$ cat config.mk
export PLATFORM = sky130hd
export DESIGN_NAME = vga_timing_gen
export DESIGN_NICKNAME = d
export VERILOG_FILES = /design/src/rtl/vga_timing_gen.sv
export SDC_FILE = /design/constraint.sdc
export NUM_CORES = 1
export LEC_CHECK = 0
export ABC_CLOCK_PERIOD_IN_PS = 3100
export CAP_MARGIN = 20
export CORE_MARGIN = 2
export CORE_UTILIZATION = 32
export DETAILED_ROUTE_END_ITERATION = 8
export SYNTH_ARGS = -nofsm -noshare
export SYNTH_HDL_FRONTEND = slang
export SYNTH_SLANG_ARGS = --single-unit
$ cat constraint.sdc
create_clock -name Clock -period 3.1 [get_ports Clock]
set_input_delay 0.62 -clock Clock [delete_from_list [all_inputs] [get_ports Clock]]
set_output_delay 0.62 -clock Clock [all_outputs]
set_load 0.02 [all_outputs]
$ cat src/rtl/vga_timing_gen.sv
// rtl/vga_timing_gen.sv - 640x480@60 VGA raster timing with 1-pixel colour/sync alignment
// Define VGA_COLOR_BARS_EN to replace the colour inputs with an 8-bar test pattern.
`timescale 1ns/1ps
module vga_timing_gen #(
   parameter int H_ACTIVE = 640,
   parameter int H_FP     = 16,
   parameter int H_SYNC   = 96,
   parameter int H_BP     = 48,
   parameter int V_ACTIVE = 480,
   parameter int V_FP     = 10,
   parameter int V_SYNC   = 2,
   parameter int V_BP     = 33,
   parameter int PIX_DIV  = 2,
   parameter int SYNC_POL = 0
) (
   input  logic       Clock,
   input  logic       Reset,
   input  logic [3:0] RED_in,
   input  logic [3:0] GREEN_in,
   input  logic [3:0] BLUE_in,
   output logic       pix_en,
   output logic [9:0] pix_x,
   output logic [9:0] pix_y,
   output logic       video_on,
   output logic       frame_start,
   output logic [3:0] RED,
   output logic [3:0] GREEN,
   output logic [3:0] BLUE,
   output logic       h_sync,
   output logic       v_sync
);
   localparam int H_TOTAL = H_ACTIVE + H_FP + H_SYNC + H_BP;
   localparam int V_TOTAL = V_ACTIVE + V_FP + V_SYNC + V_BP;
   localparam int DIV_W   = (PIX_DIV > 1) ? $clog2(PIX_DIV) : 1;

   localparam logic [9:0] H_LAST   = 10'(H_TOTAL - 1);
   localparam logic [9:0] V_LAST   = 10'(V_TOTAL - 1);
   localparam logic [9:0] H_ACT    = 10'(H_ACTIVE);
   localparam logic [9:0] V_ACT    = 10'(V_ACTIVE);
   localparam logic [9:0] HS_FIRST = 10'(H_ACTIVE + H_FP);
   localparam logic [9:0] HS_LAST  = 10'(H_ACTIVE + H_FP + H_SYNC - 1);
   localparam logic [9:0] VS_FIRST = 10'(V_ACTIVE + V_FP);
   localparam logic [9:0] VS_LAST  = 10'(V_ACTIVE + V_FP + V_SYNC - 1);
   localparam logic [DIV_W-1:0] DIV_LAST = DIV_W'(PIX_DIV - 1);
   localparam logic SYNC_ON  = 1'(SYNC_POL);
   localparam logic SYNC_OFF = ~SYNC_ON;

   logic [DIV_W-1:0] div_cnt_q, div_cnt_d;
   logic             pix_en_q, pix_en_d;
   logic [9:0]       h_cnt_q, h_cnt_d;
   logic [9:0]       v_cnt_q, v_cnt_d;
   logic             video_on_q, video_on_d;
   logic             frame_start_q, frame_start_d;
   logic             hs0_q, hs0_d;
   logic             vs0_q, vs0_d;
   logic             h_sync_q, h_sync_d;
   logic             v_sync_q, v_sync_d;
   logic [11:0]      rgb_q, rgb_d;

   logic             tick;
   logic [9:0]       h_next;
   logic [9:0]       v_next;
   logic [11:0]      colour;

`ifdef VGA_COLOR_BARS_EN
   localparam logic [9:0] BAR_W = 10'(H_ACTIVE / 8);
   logic [9:0] bar_idx;
   logic       unused_in;
   assign bar_idx   = h_cnt_q / BAR_W;
   assign colour    = {{4{bar_idx[2]}}, {4{bar_idx[1]}}, {4{bar_idx[0]}}};
   assign unused_in = ^{RED_in, GREEN_in, BLUE_in, bar_idx[9:3]};
`else
   assign colour = {RED_in, GREEN_in, BLUE_in};
`endif

   always_comb begin
      tick          = (div_cnt_q == DIV_LAST);
      div_cnt_d     = tick ? '0 : div_cnt_q + DIV_W'(1);
      h_next        = (h_cnt_q == H_LAST) ? 10'd0 : h_cnt_q + 10'd1;
      v_next        = v_cnt_q;
      if (h_cnt_q == H_LAST) begin
         v_next = (v_cnt_q == V_LAST) ? 10'd0 : v_cnt_q + 10'd1;
      end

      pix_en_d      = tick;
      frame_start_d = 1'b0;
      h_cnt_d       = h_cnt_q;
      v_cnt_d       = v_cnt_q;
      video_on_d    = video_on_q;
      hs0_d         = hs0_q;
      vs0_d         = vs0_q;
      h_sync_d      = h_sync_q;
      v_sync_d      = v_sync_q;
      rgb_d         = rgb_q;

      // Stage 0 moves to the next pixel while stage 1 takes the one just finished,
      // so pins always show the pixel that pix_x/pix_y showed one strobe earlier.
      if (tick) begin
         h_cnt_d       = h_next;
         v_cnt_d       = v_next;
         video_on_d    = (h_next < H_ACT) && (v_next < V_ACT);
         frame_start_d = (h_next == 10'd0) && (v_next == 10'd0);
         hs0_d         = (h_next >= HS_FIRST && h_next <= HS_LAST) ? SYNC_ON : SYNC_OFF;
         vs0_d         = (v_next >= VS_FIRST && v_next <= VS_LAST) ? SYNC_ON : SYNC_OFF;
         h_sync_d      = hs0_q;
         v_sync_d      = vs0_q;
         rgb_d         = video_on_q ? colour : 12'h000;
      end
   end

   always_ff @(posedge Clock or negedge Reset) begin
      if (!Reset) begin
         div_cnt_q     <= '0;
         pix_en_q      <= 1'b0;
         h_cnt_q       <= 10'd0;
         v_cnt_q       <= 10'd0;
         video_on_q    <= 1'b0;
         frame_start_q <= 1'b0;
         hs0_q         <= SYNC_OFF;
         vs0_q         <= SYNC_OFF;
         h_sync_q      <= SYNC_OFF;
         v_sync_q      <= SYNC_OFF;
         rgb_q         <= 12'h000;
      end else begin
         div_cnt_q     <= div_cnt_d;
         pix_en_q      <= pix_en_d;
         h_cnt_q       <= h_cnt_d;
         v_cnt_q       <= v_cnt_d;
         video_on_q    <= video_on_d;
         frame_start_q <= frame_start_d;
         hs0_q         <= hs0_d;
         vs0_q         <= vs0_d;
         h_sync_q      <= h_sync_d;
         v_sync_q      <= v_sync_d;
         rgb_q         <= rgb_d;
      end
   end

   assign pix_en      = pix_en_q;
   assign pix_x       = h_cnt_q;
   assign pix_y       = v_cnt_q;
   assign video_on    = video_on_q;
   assign frame_start = frame_start_q;
   assign h_sync      = h_sync_q;
   assign v_sync      = v_sync_q;
   assign RED         = rgb_q[11:8];
   assign GREEN       = rgb_q[7:4];
   assign BLUE        = rgb_q[3:0];

endmodule

# Word level (Yosys, flattened, before mapping)
# Cells that the tools add are included.
[totals] reg_bits=40 out_inout_bits=37 elab_cells=36
[op_classes] n_lt_le_gt_ge=6 muxes=8 eq_ne=2 reduce_logical=6 addsub=3
[ops] op="2-to-1 mux 10 bit" count=3
[ops] op="adder 10 x 1 -> 10 bit (second input constant)" count=2
[ops] op="== test 10 bit (second input constant)" count=2
[ops] op="zero test 10 bit" count=2
[ops] op="2-to-1 mux 12 bit" count=1
[ops] op="greater-or-equal comparator 10 bit (second input constant)" count=1
[ops] op="greater-or-equal comparator 10 x 9 -> 1 bit (second input constant)" count=1
[ops] op="<= comparator 10 bit (second input constant)" count=1
[ops] op="<= comparator 10 x 9 -> 1 bit (second input constant)" count=1
[ops] op="< comparator 10 bit (second input constant)" count=1
[ops] op="< comparator 10 x 9 -> 1 bit (second input constant)" count=1
[ops] op="logical AND 1 bit" count=4
[ops] op="2-to-1 mux 1 bit" count=4
[ops] op="adder 1 bit (second input constant)" count=1

# Depth between registers and ports, before layout
[logic_depth] depth_word=6 ltp_mapped=9 mapped_depth_nobuf=8

# Worst setup path after synthesis
# OpenSTA, ideal clock, no wires.
[synth_path] kind="reg2reg" start="register h_cnt_q[1] (netlist: pix_x[1])" end="register vs0_q" stages_incl_launch_ff=9 t_required_ns=3.017 period_less_slack_ns=2.595 t_arrival_ns=2.511 setup_slack_ns=0.505 cell_sequence="dfrtp_1 -> ha_1 -> and4_1 -> buf_2 -> nand3_4 -> or3_4 -> a2111oi_2 -> o22ai_1 -> o32a_1"
[synth_between] elab_chain_cells=5
[synth_lines] item="start: declaration" line_no="50" text="logic [9:0] h_cnt_q, h_cnt_d;"
[synth_lines] item="start signal: assignment" line_no="127" text="h_cnt_q <= h_cnt_d;"
[synth_lines] item="== test 10 bit *" line_no="81" text="if (h_cnt_q == H_LAST) begin"
[synth_lines] item="2-to-1 mux 10 bit *" line_no="81"
[synth_lines] item="greater-or-equal comparator 10 x 9 -> 1 bit / <= comparator 10 x 9 -> 1 bit (equally long branches)" line_no="104" text="vs0_d = (v_next >= VS_FIRST && v_next <= VS_LAST) ? SYNC_ON : SYNC_OFF;"
[synth_lines] item="logical AND 1 bit *" line_no="104"
[synth_lines] item="2-to-1 mux 1 bit *" line_no="104"
[synth_lines] item="end signal: assignment" line_no="132" text="vs0_q <= vs0_d;"
[synth_lines] item="end: declaration" line_no="55" text="logic vs0_q, vs0_d;"
# Mark *: on every way between the ends. The rest lies on a longest branch, timed or not.
# A chain may end at the register's enable or synchronous reset.

# Worst setup path after layout
# Same ends and word-level chain as after synthesis.

==> impl_metrics.py <==
metrics = {
    "route": {
        "first_iter_violations": 98,
        "avgRoutedWirePerCell_microns": 14.5,
        "drt_first_pass_iters": 5,
        "drc_errors": 0,
        "vias_per_cell": 5.11,
        "wl_mm": 5.87,
        "antenna_left": 0,
        "vias": 2065,
    },
    "sta": {
        "period_share_pct": 88.6,
        "finalMaxSlewViolations": 0,
        "clock_skew_ns": 0.00780,
        "setup_viol": 0,
        "max_freq_ghz": 0.364,
        "final.setup.tns_ns": 0,
        "min_period_ns": 2.75,
        "rsz0062_at_grt": "false",
        "report.final.hold_viol_count": 0,
        "slew_headroom_pct": 38.2,
        "tightest_slew_ns": 0.926,
    },
    "final_layout": {
        "drive_above_1_share_pct": 9.18,
        "fin_cells": 404,
        "syn_to_final_growth_pct": 28.2,
        "num_antenna_cells": 0,
        "design_area_sq_um": 3010,
        "nFillCells": 727,
        "fin_nets": 323,
    },
    "floorplan": {
        "die_area_sq_um": 8040,
        "core-area_sq_um": 7180,
        "initial_core_util_pct": 32.7,
        "die_h_microns": 89.7,
        "io_pins": 51,
        "num_rows": 31,
        "die_w_microns": 89.7,
    },
    "global_route": {
        "grt_pass1_wl_mm": 9.38,
        "grt_util_met2_pct": 22.3,
        "grt_start_max_net_pins": 49,
        "grt_pass1_vias": 1876,
        "gr-max-usage-layer": "met2",
        "use_met3_pct": 3.84,
        "grt_use_total_pct": 15.3,
        "grt_overflow": 0,
        "antenna_found_initial": 0,
        "grt_use_met1_pct": 22.0,
    },
    "clock_tree": {
        "h-tree-depth": 2,
        "cts_setup_buffers": 0,
        "cts_tree": "yes",
        "clkTransAtPathRegs_ns": 0.09,
        "clock-sinks": 40,
        "cts_root_buffer": "clkbuf_8",
        "post_cts_resized": 0,
        "clk_path_buf_depth": 2,
        "worstSkewPairLatency_ns": 0.30,
        "cts_buffers": 5,
        "ctsHoldBuffers": 0,
    },
    "logic_synthesis": {
        "netlist_instances": 264,
        "seq_area_frac_synth_pct": 42.8,
        "syn-cell-area_sq_um": 2350,
        "synth.ff_latch_count": 40,
        "syn_nets": 283,
        "synth_ff_type": "dfrtp_1",
        "yosysUniqueCellTypes": 54,
        "avgSynthCellArea_sq_um": 8.90,
        "synth_warnings": 0,
        "synth-edff-count": 0,
        "async_flop_share_pct": 100,
    },
    "critical_path": {
        "crit_path_max_fanout": 8,
        "critPathKind": "flop to flop",
        "critical_path.endpoint_type": "flop",
        "cp.required_ns": 3.33,
        "start_kind": "flop",
        "cp.arrival_ns": 2.98,
        "rrSetupSlack_ns": 0.35,
    },
    "run": {
        "drv_cap": 0,
    },
    "hold_path": {
        "min_path_type": "primary input to async pin",
    },
    "pwr": {
        "finalPower_uw": 1030,
        "p_leak_uw": 0.00127,
        "irDropWorstVdd_mv": 0.154,
        "powerDensity_nw_per_um2": 344,
    },
    "placed_design": {
        "place_inst": 396,
        "hpwl_mm": 4.09,
        "gp_congestion": 0.892,
        "port_buffers": 50,
        "placed_area_sq_um": 2900,
    },
    "status": {
        "status": "finished, final reports clean",
    },
}
## flip-flops by register name, summed over array words and instances, names as in the netlist
register and flops:
pix_en 1, frame_start 1, pix_y 10, video_on 1
h_sync 1, div_cnt_q 1, vs0_q 1, rgb_q 12
v_sync 1, pix_x 10, hs0_q 1
## Yosys cell counts (2+ instances only)
master     instances  area share, %
a31oi_1            2           0.53
nor4b_1            3            1.1
nand3_1           24            5.1
clkbuf_1          12            1.9
dfrtp_1           36             38
o31ai_1            2           0.64
o2111ai_1          2           0.75
nor4_1             4            1.1
and3_1             3           0.80
a211oi_1           2           0.64
inv_1             19            3.0
and4_1             5            1.9
nor3_1             5            1.1
dfstp_2            4            4.5
nand2_1           23            3.7
nor2_1            19            3.0
mux2_2             3            1.4
and2_1             3           0.80
xnor2_1            9            3.4
nand4_1            7            1.9
and3_2             2           0.64
xor2_1             2           0.75
a21o_1             4            1.3
o21ai_0           26            5.5
buf_1              2           0.32
buf_2              3           0.64
o211ai_1           2           0.64
a32o_1             2           0.85
ha_1               5            2.7
a21oi_1            5            1.1
## critical path, cell delays in order, from the launching register on
cell	delay, ns
dfrtp_1	0.47
ha_1	0.29
and4_1	0.43
nand3_4	0.16
or3_4	0.44
a2111oi_2	0.36
o22ai_1	0.17
o32a_1	0.37
## per-stage QoR
step / util [%] / hold WS, ns / worst slack, ns
3_3_place_gp: 40.4 / 0.481 / 0.453
3_5_place_dp: 40.4 / 0.496 / 0.369
2_1_floorplan: - / 0.324 / 0.505
5_1_grt: 42.0 / 0.533 / 0.190
4_1_cts: 42.0 / 0.492 / 0.343
6_report: 42.0 / 0.460 / 0.355
## kinds of logic (layout without fill, tap and decap cells)
| group | after synthesis | in the layout | synth area share [%] |
|---|---|---|---|
| flip-flops | 40 | 40 | 42.8 |
| buffers and inverters | 38 | 79 | 6.60 |
| multiplexers | 4 | 4 | 1.86 |
| AND/OR/NAND/NOR | 108 | 108 | 25.6 |
| adder cells (fa/ha/maj) | 5 | 5 | 2.66 |
| XOR/XNOR | 11 | 11 | 4.10 |
| AO/OA/AOI/OAI | 58 | 58 | 16.4 |
## metal layers
layer	vias to the layer above	wire length, microns
met1	973	2790
li1	1024	-
met4	0	77
met2	64	2710
met3	4	288
met5	-	0
## report_power, final
group          switching [uW]  internal (uW)  total, uW  leakage, uW
clock                     200            238        439    0.0000541
combinational            30.8           31.5       62.3     0.000722
sequential               4.10            529        534     0.000498
total                     235            800       1030      0.00127
## final timing paths
check,start,end,cells after the start
hold reg to reg,hs0_q,hs0_q,2
setup reg to reg,pix_x[1],vs0_q,7
max in group asynchronous,Reset,rgb_q[4],1
setup / recovery,pix_x[1],vs0_q,7
min in group Clock,hs0_q,hs0_q,2
hold / removal,Reset,pix_x[6],1
## area by class of cell
class                   instances  area (sq um)  area share (%)
inverters                      19          71.3            2.37
well taps                      99           124            4.11
clock buffers                   5          68.8            2.29
repair buffers                 52           510            17.0
multi-input cells             186          1190            39.5
flip-flops and latches         40          1010            33.4
clock inverters                 3          42.5            1.41
## layout by cell type (no fill, tap or decap), types with 2 or more instances in the layout
master	count
xnor2_1	9
and4_1	5
and2_1	3
o211ai_1	2
clkdlybuf4s50_1	49
a32o_1	2
nor4b_1	3
nand4_1	7
clkbuf_8	5
o2111ai_1	2
buf_4	2
a211oi_1	2
o21ai_0	26
a31oi_1	2
inv_1	19
nor3_1	5
nor2_1	19
a21o_1	4
nand3_1	24
dfstp_2	4
mux2_2	3
and3_1	3
and3_2	2
o31ai_1	2
dfrtp_1	36
a21oi_1	5
nor4_1	4
ha_1	5
nand2_1	23
xor2_1	2
Note: power is estimated with default switching activity, not from simulation.
